`config.mk`:
```
export PLATFORM = sky130hd
export DESIGN_NAME = fcmp_arbiter
export DESIGN_NICKNAME = d
export VERILOG_FILES = /design/src/rtl/fcmp_pkg.sv /design/src/rtl/fcmp_core.sv /design/src/rtl/fcmp_arbiter.sv
export SDC_FILE = /design/constraint.sdc
export NUM_CORES = 1
export LEC_CHECK = 0
export ABC_AREA = 1
export BUFFER_PORTS_ARGS = -buffer_cell sky130_fd_sc_hd__buf_4
export CAP_MARGIN = 20
export CORE_AREA = 2 2 121 123
export DETAILED_ROUTE_END_ITERATION = 10
export DIE_AREA = 0 0 123 125
export GPL_ROUTABILITY_DRIVEN = 0
export GPL_TIMING_DRIVEN = 1
export HOLD_SLACK_MARGIN = 0.08
export PLACE_DENSITY = 0.67
export SYNTH_ARGS = -nofsm -noshare
export SYNTH_HDL_FRONTEND = slang
export SYNTH_SLANG_ARGS = --single-unit
```
`constraint.sdc`:
```
create_clock -name clk -period 4.2 [get_ports clk]
set_clock_uncertainty 0.15 [all_clocks]
set_input_delay 0 -clock clk [delete_from_list [all_inputs] [get_ports clk]]
set_output_delay 0 -clock clk [all_outputs]
set_load 0.1 [all_outputs]
```
`src/rtl/fcmp_pkg.sv`:
```
// Shared definitions for the float-compare arbiter slice.
//   - opcode encodings used on req_op
//   - the word returned for a true compare
//   - default requester count
//   - NaN / zero classification helpers for IEEE-754 single precision
package fcmp_pkg;

  localparam int NUM_REQ_DEFAULT = 4;

  localparam logic [1:0] OP_EQ   = 2'b00;
  localparam logic [1:0] OP_LT   = 2'b01;
  localparam logic [1:0] OP_LE   = 2'b10;
  localparam logic [1:0] OP_RSVD = 2'b11;

  localparam logic [31:0] CMP_TRUE = 32'h1;

  function automatic logic fp_is_nan(input logic [31:0] x);
    return (x[30:23] == 8'hFF) && (x[22:0] != 23'h0);
  endfunction

  // Magnitude zero, sign ignored.
  function automatic logic fp_is_zero(input logic [31:0] x);
    return x[30:0] == 31'h0;
  endfunction

endpackage

```
`src/rtl/fcmp_core.sv`:
```
// Combinational IEEE-754 single-precision comparator.
// Ports:
//   a, b   : operands
//   op     : OP_EQ / OP_LT / OP_LE / OP_RSVD
//   result : 1 when the selected relation holds; always 0 for NaN inputs
//            and for the reserved opcode
module fcmp_core
  import fcmp_pkg::*;
(
  input  logic [31:0] a,
  input  logic [31:0] b,
  input  logic [1:0]  op,
  output logic        result
);

  logic any_nan;
  logic both_zero;
  logic eq;
  logic lt;

  always_comb begin
    any_nan   = fp_is_nan(a) || fp_is_nan(b);
    both_zero = fp_is_zero(a) && fp_is_zero(b);
    eq        = (a == b) || both_zero;

    // Sign-magnitude ordering: for negatives the larger magnitude is smaller.
    if (both_zero) begin
      lt = 1'b0;
    end else if (a[31] != b[31]) begin
      lt = a[31];
    end else if (!a[31]) begin
      lt = a[30:0] < b[30:0];
    end else begin
      lt = a[30:0] > b[30:0];
    end

    case (op)
      OP_EQ:   result = eq;
      OP_LT:   result = lt;
      OP_LE:   result = lt || eq;
      default: result = 1'b0;
    endcase

    if (any_nan) begin
      result = 1'b0;
    end
  end

endmodule

```
`src/rtl/fcmp_arbiter.sv`:
```
// Round-robin arbiter sharing one float comparator among NUM_REQ requesters,
// with a single registered response slot (1-cycle latency, 1 compare/cycle).
// Ports:
//   clk, rst_n            : clock, async active-low reset
//   req_valid / req_ready : per-requester handshake (req_ready one-hot or 0)
//   req_op, req_a, req_b  : per-requester opcode and operands, packed by index
//   rsp_valid / rsp_ready : response handshake
//   rsp_tag, rsp_data     : owning requester and compare result (0 or 1)
//
// state    | meaning
// ---------+--------------------------------------------
// ST_EMPTY | no response held, any grant may load slot
// ST_FULL  | response held until rsp_ready
module fcmp_arbiter
  import fcmp_pkg::*;
#(
  parameter int NUM_REQ = NUM_REQ_DEFAULT,
  parameter int TAG_W   = $clog2(NUM_REQ)
) (
  input  logic                 clk,
  input  logic                 rst_n,
  input  logic [NUM_REQ-1:0]   req_valid,
  output logic [NUM_REQ-1:0]   req_ready,
  input  logic [2*NUM_REQ-1:0] req_op,
  input  logic [32*NUM_REQ-1:0] req_a,
  input  logic [32*NUM_REQ-1:0] req_b,
  output logic                 rsp_valid,
  input  logic                 rsp_ready,
  output logic [TAG_W-1:0]     rsp_tag,
  output logic [31:0]          rsp_data
);

  localparam logic [0:0] ST_EMPTY = 1'b0;
  localparam logic [0:0] ST_FULL  = 1'b1;

  logic [0:0]       state_q, state_d;
  logic [TAG_W-1:0] last_q;
  logic [TAG_W-1:0] tag_q;
  logic [31:0]      data_q;

  logic [TAG_W-1:0] grant_idx;
  logic             found;
  logic             slot_free;
  logic             hs;
  logic             cmp_res;

  logic [31:0] a_arr  [NUM_REQ];
  logic [31:0] b_arr  [NUM_REQ];
  logic [1:0]  op_arr [NUM_REQ];

  for (genvar i = 0; i < NUM_REQ; i++) begin : g_unpack
    assign a_arr[i]  = req_a[i*32 +: 32];
    assign b_arr[i]  = req_b[i*32 +: 32];
    assign op_arr[i] = req_op[i*2 +: 2];
  end

  function automatic logic [TAG_W-1:0] rr_idx(input logic [TAG_W-1:0] base, input int off);
    return TAG_W'((int'(base) + off) % NUM_REQ);
  endfunction

  // Search from last_grant+1; offset NUM_REQ revisits last_grant itself last.
  always_comb begin
    found     = 1'b0;
    grant_idx = '0;
    for (int off = 1; off <= NUM_REQ; off++) begin
      if (!found && req_valid[rr_idx(last_q, off)]) begin
        found     = 1'b1;
        grant_idx = rr_idx(last_q, off);
      end
    end
  end

  // rst_n gates the grant so nothing is offered while reset is held.
  assign slot_free = (state_q == ST_EMPTY) || rsp_ready;
  assign hs        = found && slot_free && rst_n;
  assign req_ready = hs ? (NUM_REQ'(1) << grant_idx) : '0;

  fcmp_core u_core (
    .a      (a_arr[grant_idx]),
    .b      (b_arr[grant_idx]),
    .op     (op_arr[grant_idx]),
    .result (cmp_res)
  );

  always_comb begin
    state_d = state_q;
    case (state_q)
      ST_EMPTY: if (hs) state_d = ST_FULL;
      ST_FULL:  if (!hs && rsp_ready) state_d = ST_EMPTY;
      default:  state_d = ST_EMPTY;
    endcase
  end

  always_ff @(posedge clk or negedge rst_n) begin
    if (!rst_n) begin
      state_q <= ST_EMPTY;
      last_q  <= TAG_W'(NUM_REQ - 1);
      tag_q   <= '0;
      data_q  <= '0;
    end else begin
      state_q <= state_d;
      if (hs) begin
        last_q <= grant_idx;
        tag_q  <= grant_idx;
        data_q <= cmp_res ? CMP_TRUE : 32'h0;
      end
    end
  end

  assign rsp_valid = (state_q == ST_FULL);
  assign rsp_tag   = tag_q;
  assign rsp_data  = data_q;

endmodule

```
==> results_dict.tcl, run 1 <==
set metrics [dict create \
    antenna_found_initial 1 \
    path_buf_inv 4 \
    die_w_um 123 \
    floorplan.initialDensity_pct 28.6 \
    outcome "finished, final reports clean" \
    track_usage_pct 23.2 \
    slowest_stage "dfstp_2" \
    drv_cap 0 \
    ant_nets 0 \
    fin_setup_tns_ns 0 \
    clockBufferDepth 2 \
    wl_per_cell_um 15.6 \
    grt_start_max_net_pins 31 \
    dp_hpwl_um 16400 \
    cp_max_fo 12 \
    first_pass_iters 5 \
    cts_root_buffer "clkbuf_16" \
    synth_common_cells "271 x nand2_1, 119 x nor2_1, 118 x inv_1" \
    syn_to_final_growth_pct 73.6 \
    synth_seq_cells 6 \
    nets 1422 \
    vias 6201 \
    cts_inserted_buffers 3 \
    ios 310 \
    post-route-drc-count 0 \
    synth.avg_cell_area_um2 5.00 \
    syn_area_um2 4060 \
    critPathLaunchType "flop" \
    portBuffers 278 \
    htree_levels 1 \
    rsz0062_at_grt "yes" \
    hold_violations 0 \
    fillers 1500 \
    ys_top_cells_by_area "nand2_1 25%, nor2_1 11%, inv_1 11%" \
    final_layout_size_suffix_gt1_share_pct 37.5 \
    clkLatencyLatePin_ns 0.24 \
    grt_pass1_wl_um 28200 \
    hold_class "in2reg" \
    cts_sinks 6 \
    die-area_um2 15400 \
    cp-end-kind "flop" \
    arrival_ns 4.08 \
    rows 44 \
    reg2reg_slack_ns 0.09 \
    yosys_warnings 0 \
    synth_top_area_share_pct 25.1 \
    critPathMaxStageDelay_ns 0.59 \
    drt_iter0_drc 401 \
    cp_common_cell "nand2_1" \
    die_h_um 125 \
    fin_crit_sh_pct 97.8 \
    finalSetupViolCount 0 \
    path_class "reg2reg" \
    clk_pin_slew_ns 0.04 \
    cp_top_family "simple AND/OR/NAND/NOR gates" \
    grt_pass1_vias 5754 \
    final_cells 1309 \
    synth_edf_count 0 \
    synth.most_common_cell "nand2_1" \
    core-area_um2 14200 \
    fmax_mhz 243 \
    synth_top_area_cell "nand2_1" \
    cts_tree "done" \
    synthCells 812 \
    synth-main-ff-cell "dfrtp_1" \
    drt_wl_total_um 20500 \
    ys_seq_area_share_pct 3.76 \
    report.final.slew_viol_count 0 \
    synthDistinctLibCells 45 \
    placed_cells 1272 \
    critical_path_required_ns 4.18 \
    overflow 0 \
    min_period_ns 4.11 \
    vias_per_cell 4.74 \
    async_reset_ff_share_pct 100 \
]
-- timing repair --
action / 4_1_cts / 5_1_grt
resized for setup: 0 / 85
endpoints found under the setup margin: 0 / 1
buffers inserted: 0 / 27
endpoints found under the hold margin: 7 / 0
hold buffers: 3 / 0
-- logic make-up (layout without fill, tap and decap cells) --
kind of cell | count (synthesis) | count (layout) | synth area share, %
other | 1 | 32 | 0.0924
buffers and inverters | 192 | 474 | 22.1
multiplexers | 1 | 1 | 0.247
AND/OR/NAND/NOR | 507 | 507 | 53.9
AO/OA/AOI/OAI | 78 | 78 | 11.8
adder cells (fa/ha/maj) | 25 | 25 | 7.71
flip-flops | 6 | 6 | 3.76
XOR/XNOR | 2 | 2 | 0.432
-- metrics by stage --
step	util [%]	setup WS (ns)	instance area [um2]	hold WS (ns)
finish	49.6	0.0926	7040	0.0955
global route	49.6	-0.169	7040	0.133
CTS	45.2	0.118	6430	0.0966
detailed placement	44.5	0.121	6320	-0.326
global placement	44.5	0.198	6320	-0.327
floorplan	-	0.608	4170	-0.446
-- flip-flops by register name (all words and copies together), names as in the netlist --
name / flops
rsp_tag: 2
last_q: 2
rsp_valid: 1
rsp_data: 1
-- path summary, 6_finish.rpt --
kind | cells past startpoint | start | endpoint
worst max-delay path | 26 | last_q[0] | rsp_data[0]
worst min-delay path | 6 | req_op[0] | rsp_data[0]
worst max register to register | 26 | last_q[0] | rsp_data[0]
worst min register to register | 2 | rsp_tag[1] | rsp_tag[1]
max in group asynchronous | 3 | rst_n | rsp_valid
min in group asynchronous | 2 | rst_n | last_q[0]
-- worst min-delay path, delay by kind of cell --
family	cells	cell delay, ns
compound gates	1	0.13
simple gates	4	0.22
buf+inv	1	0.08
-- final cells by class --
type,count,area (um2),area share (%)
multi-input combinational,644,3370,47.9
inverter,130,513,7.28
clock buffer,3,75.1,1.07
antenna,1,2.50,0.0355
tap,184,230,3.27
timing repair buffer,341,2700,38.3
sequential,6,153,2.17
-- layer usage --
metal / global-route usage (%) / part of all wire, % / wire length, um
met5: 0 / 0 / 0
met4: 6.89 / 3.3 / 666
met3: 4.84 / 10 / 2040
met2: 40.0 / 48 / 9780
met1: 28.8 / 39 / 7990
-- layout by cell type, fill, tap and decap left out, types with 2 or more instances in the layout --
| master | count |
|---|---|
| a21oi_1 | 16 |
| a21oi_2 | 2 |
| a22oi_1 | 7 |
| buf_12 | 4 |
| buf_4 | 325 |
| buf_6 | 4 |
| buf_8 | 2 |
| clkbuf_16 | 6 |
| clkinv_1 | 2 |
| clkinv_4 | 2 |
| conb_1 | 31 |
| dfrtp_1 | 4 |
| dfstp_2 | 2 |
| dlygate4sd3_1 | 3 |
| ha_1 | 19 |
| ha_4 | 6 |
| inv_1 | 112 |
| inv_2 | 11 |
| nand2_1 | 248 |
| nand2_2 | 23 |
| nand2_4 | 4 |
| nand3_1 | 32 |
| nand3_2 | 3 |
| nand4_1 | 42 |
| nor2_1 | 110 |
| nor2_2 | 8 |
| nor2_4 | 4 |
| nor3_1 | 4 |
| o211ai_1 | 3 |
| o21ai_0 | 10 |
| o21ai_1 | 10 |
| o221ai_1 | 2 |
| o22a_1 | 3 |
| o22ai_1 | 17 |
| o22ai_2 | 2 |
| or2_1 | 18 |
| or2_2 | 3 |
Power of run 1 is left out: the tool's default activity adds up to more than one toggle a clock period on the data nets, which glitch-free logic cannot reach.
==> inputs of run 2 (changes only) <==
Settings changed: BUFFER_PORTS_ARGS -buffer_cell sky130_fd_sc_hd__buf_4 to default, CORE_AREA 2 2 121 123 to 2 2 119 121, DIE_AREA 0 0 123 125 to 0 0 121 123, DONT_BUFFER_PORTS from default to 1, PLACE_DENSITY 0.67 to 0.49.
==> run 2 against run 1 <==
Flip-flop and latch count unchanged. First-iteration DRC count is 51% lower. Critical path depth increased by 3. Die area shrank 3.2%. Clock-buffer cell count up 1. Global-route usage decreased by 2.2 points. Non-clock buffer count down 286. Cell count fell by 22%. Final area fell by 30%. Worst setup slack improved by 0.14 ns. Via count is 19% lower. Register-to-register slack gained 0.14 ns.
==> results_dict.tcl, run 2 (synthesized netlist as in run 1, its figures left out) <==
set metrics [dict create \
    die-area_um2 14900 \
    grt_start_max_net_pins 35 \
    cts_sinks 6 \
    drv_cap 0 \
    floorplan.initialDensity_pct 29.8 \
    htree_levels 1 \
    final_cell_mix "259 x nand2_1, 116 x inv_1, 114 x nor2_1" \
    critPathMaxStageDelay_ns 0.57 \
    cts_inserted_buffers 3 \
    track_usage_pct 21.1 \
    critPathLaunchType "flop" \
    critical_path_required_ns 4.16 \
    outcome "finished, final reports clean" \
    ios 310 \
    drt_iter0_drc 198 \
    vias 5038 \
    relSlewSlack_pct 35.7 \
    slowest_stage "dfstp_2" \
    core-area_um2 13600 \
    multi_input_area_um2 3370 \
    rows 43 \
    cts_tree "done" \
    die_h_um 123 \
    arrival_ns 3.93 \
    holdCritStartpoint "req_b[63]" \
    startpoint "last_q[0]" \
    fillers 1578 \
    vias_per_cell 4.93 \
    cp-end-kind "flop" \
    r2r-start "last_q[0]" \
    wl_per_cell_um 17.3 \
    first_pass_iters 5 \
    final_layout_size_suffix_gt1_share_pct 14.2 \
    ant_nets 0 \
    clockBufferDepth 2 \
    finalSetupViolCount 0 \
    fin_area_um2 4900 \
    nets 1136 \
    report.final.slew_viol_count 0 \
    path_class "reg2reg" \
    overflow 0 \
    grt_pass1_vias 4654 \
    min_period_ns 3.97 \
    fmax_mhz 252 \
    final_common_cell "nand2_1" \
    dp_hpwl_um 14400 \
    die_w_um 121 \
    post_dp_cell_area_um2 4220 \
    portBuffers 0 \
    cts_root_buffer "clkbuf_16" \
    fin_crit_sh_pct 94.5 \
    hold_class "in2reg" \
    syn_to_final_growth_pct 20.7 \
    post-route-drc-count 0 \
    drt_wl_total_um 17700 \
    hold_violations 0 \
    antenna_found_initial 4 \
    clk_pin_slew_ns 0.04 \
    cp_common_cell "nand2_1" \
    seqCellArea_um2 153 \
    clkLatencyLatePin_ns 0.23 \
    cp_max_fo 6 \
    tightest_slew_ns 0.965 \
    grt_pass1_wl_um 24200 \
]
==> run 2: cell count changes in the layout (fill, tap and decap cells not counted), moves of 3 or more <==
cell / change
buf_4: -287
inv_1: +4
inv_2: -4
nand2_1: +11
nand2_2: -12
nor2_1: +4
nor2_2: -3
==> run 2: worst max-delay path, delay by kind of cell, from the launching register on <==
kind | cells | cell delay [ns]
AND/OR/NAND/NOR | 21 | 2.05
buffers and inverters | 6 | 0.76
AO/OA/AOI/OAI | 1 | 0.06
flip-flops | 1 | 0.57
adder cells (fa/ha/maj) | 1 | 0.27
==> run 2: final timing paths <==
| path | depth (start not counted) | end | slack, ns |
|---|---|---|---|
| max | 29 | rsp_data[0] | 0.23 |
| min | 7 | rsp_data[0] | 0.09 |
| max reg2reg | 29 | rsp_data[0] | 0.23 |
| min reg2reg | 2 | last_q[1] | 0.44 |
| max in group asynchronous | 2 | last_q[1] | 3.09 |
| min in group asynchronous | 2 | rsp_tag[0] | 0.50 |
==> run 2: final cells by class <==
cell class              instances  share of cell area (%)
well taps                     180                    4.60
diodes                          3                   0.153
repair buffers                 55                    11.3
clock buffers                   4                    1.61
flip-flops and latches          6                    3.12
inverters                     130                    10.4
multi-input cells             644                    68.8
==> run 2: per-layer routing <==
layer | wire length [um] | GRT usage [%]
met1 | 7170 | 24.3
met2 | 8700 | 39.2
met3 | 1350 | 4.24
met4 | 476 | 6.10
met5 | 24 | 0
==> run 2: repair_timing <==
item                       4_1_cts  5_1_grt
setup endpoints to repair        0        1
hold buffers                     5        0
buffers inserted                 0       21
hold endpoints to repair        12        0
gates resized for setup          0       64
==> run 2: metrics by stage <==
step	util (%)	setup TNS [ns]	setup WS [ns]	cells	hold WS, ns
final	36.0	0	0.232	1022	0.0942
after global routing	36.0	-0.0646	-0.0646	1021	0.158
after floorplan	-	0	0.608	842	-0.446
after detailed placement	31.0	0	0.0749	986	-0.445
after global placement	31.0	0	0.130	986	-0.445
after CTS	32.0	0	0.0627	995	0.0988
Power of run 2 is left out for the same reason.
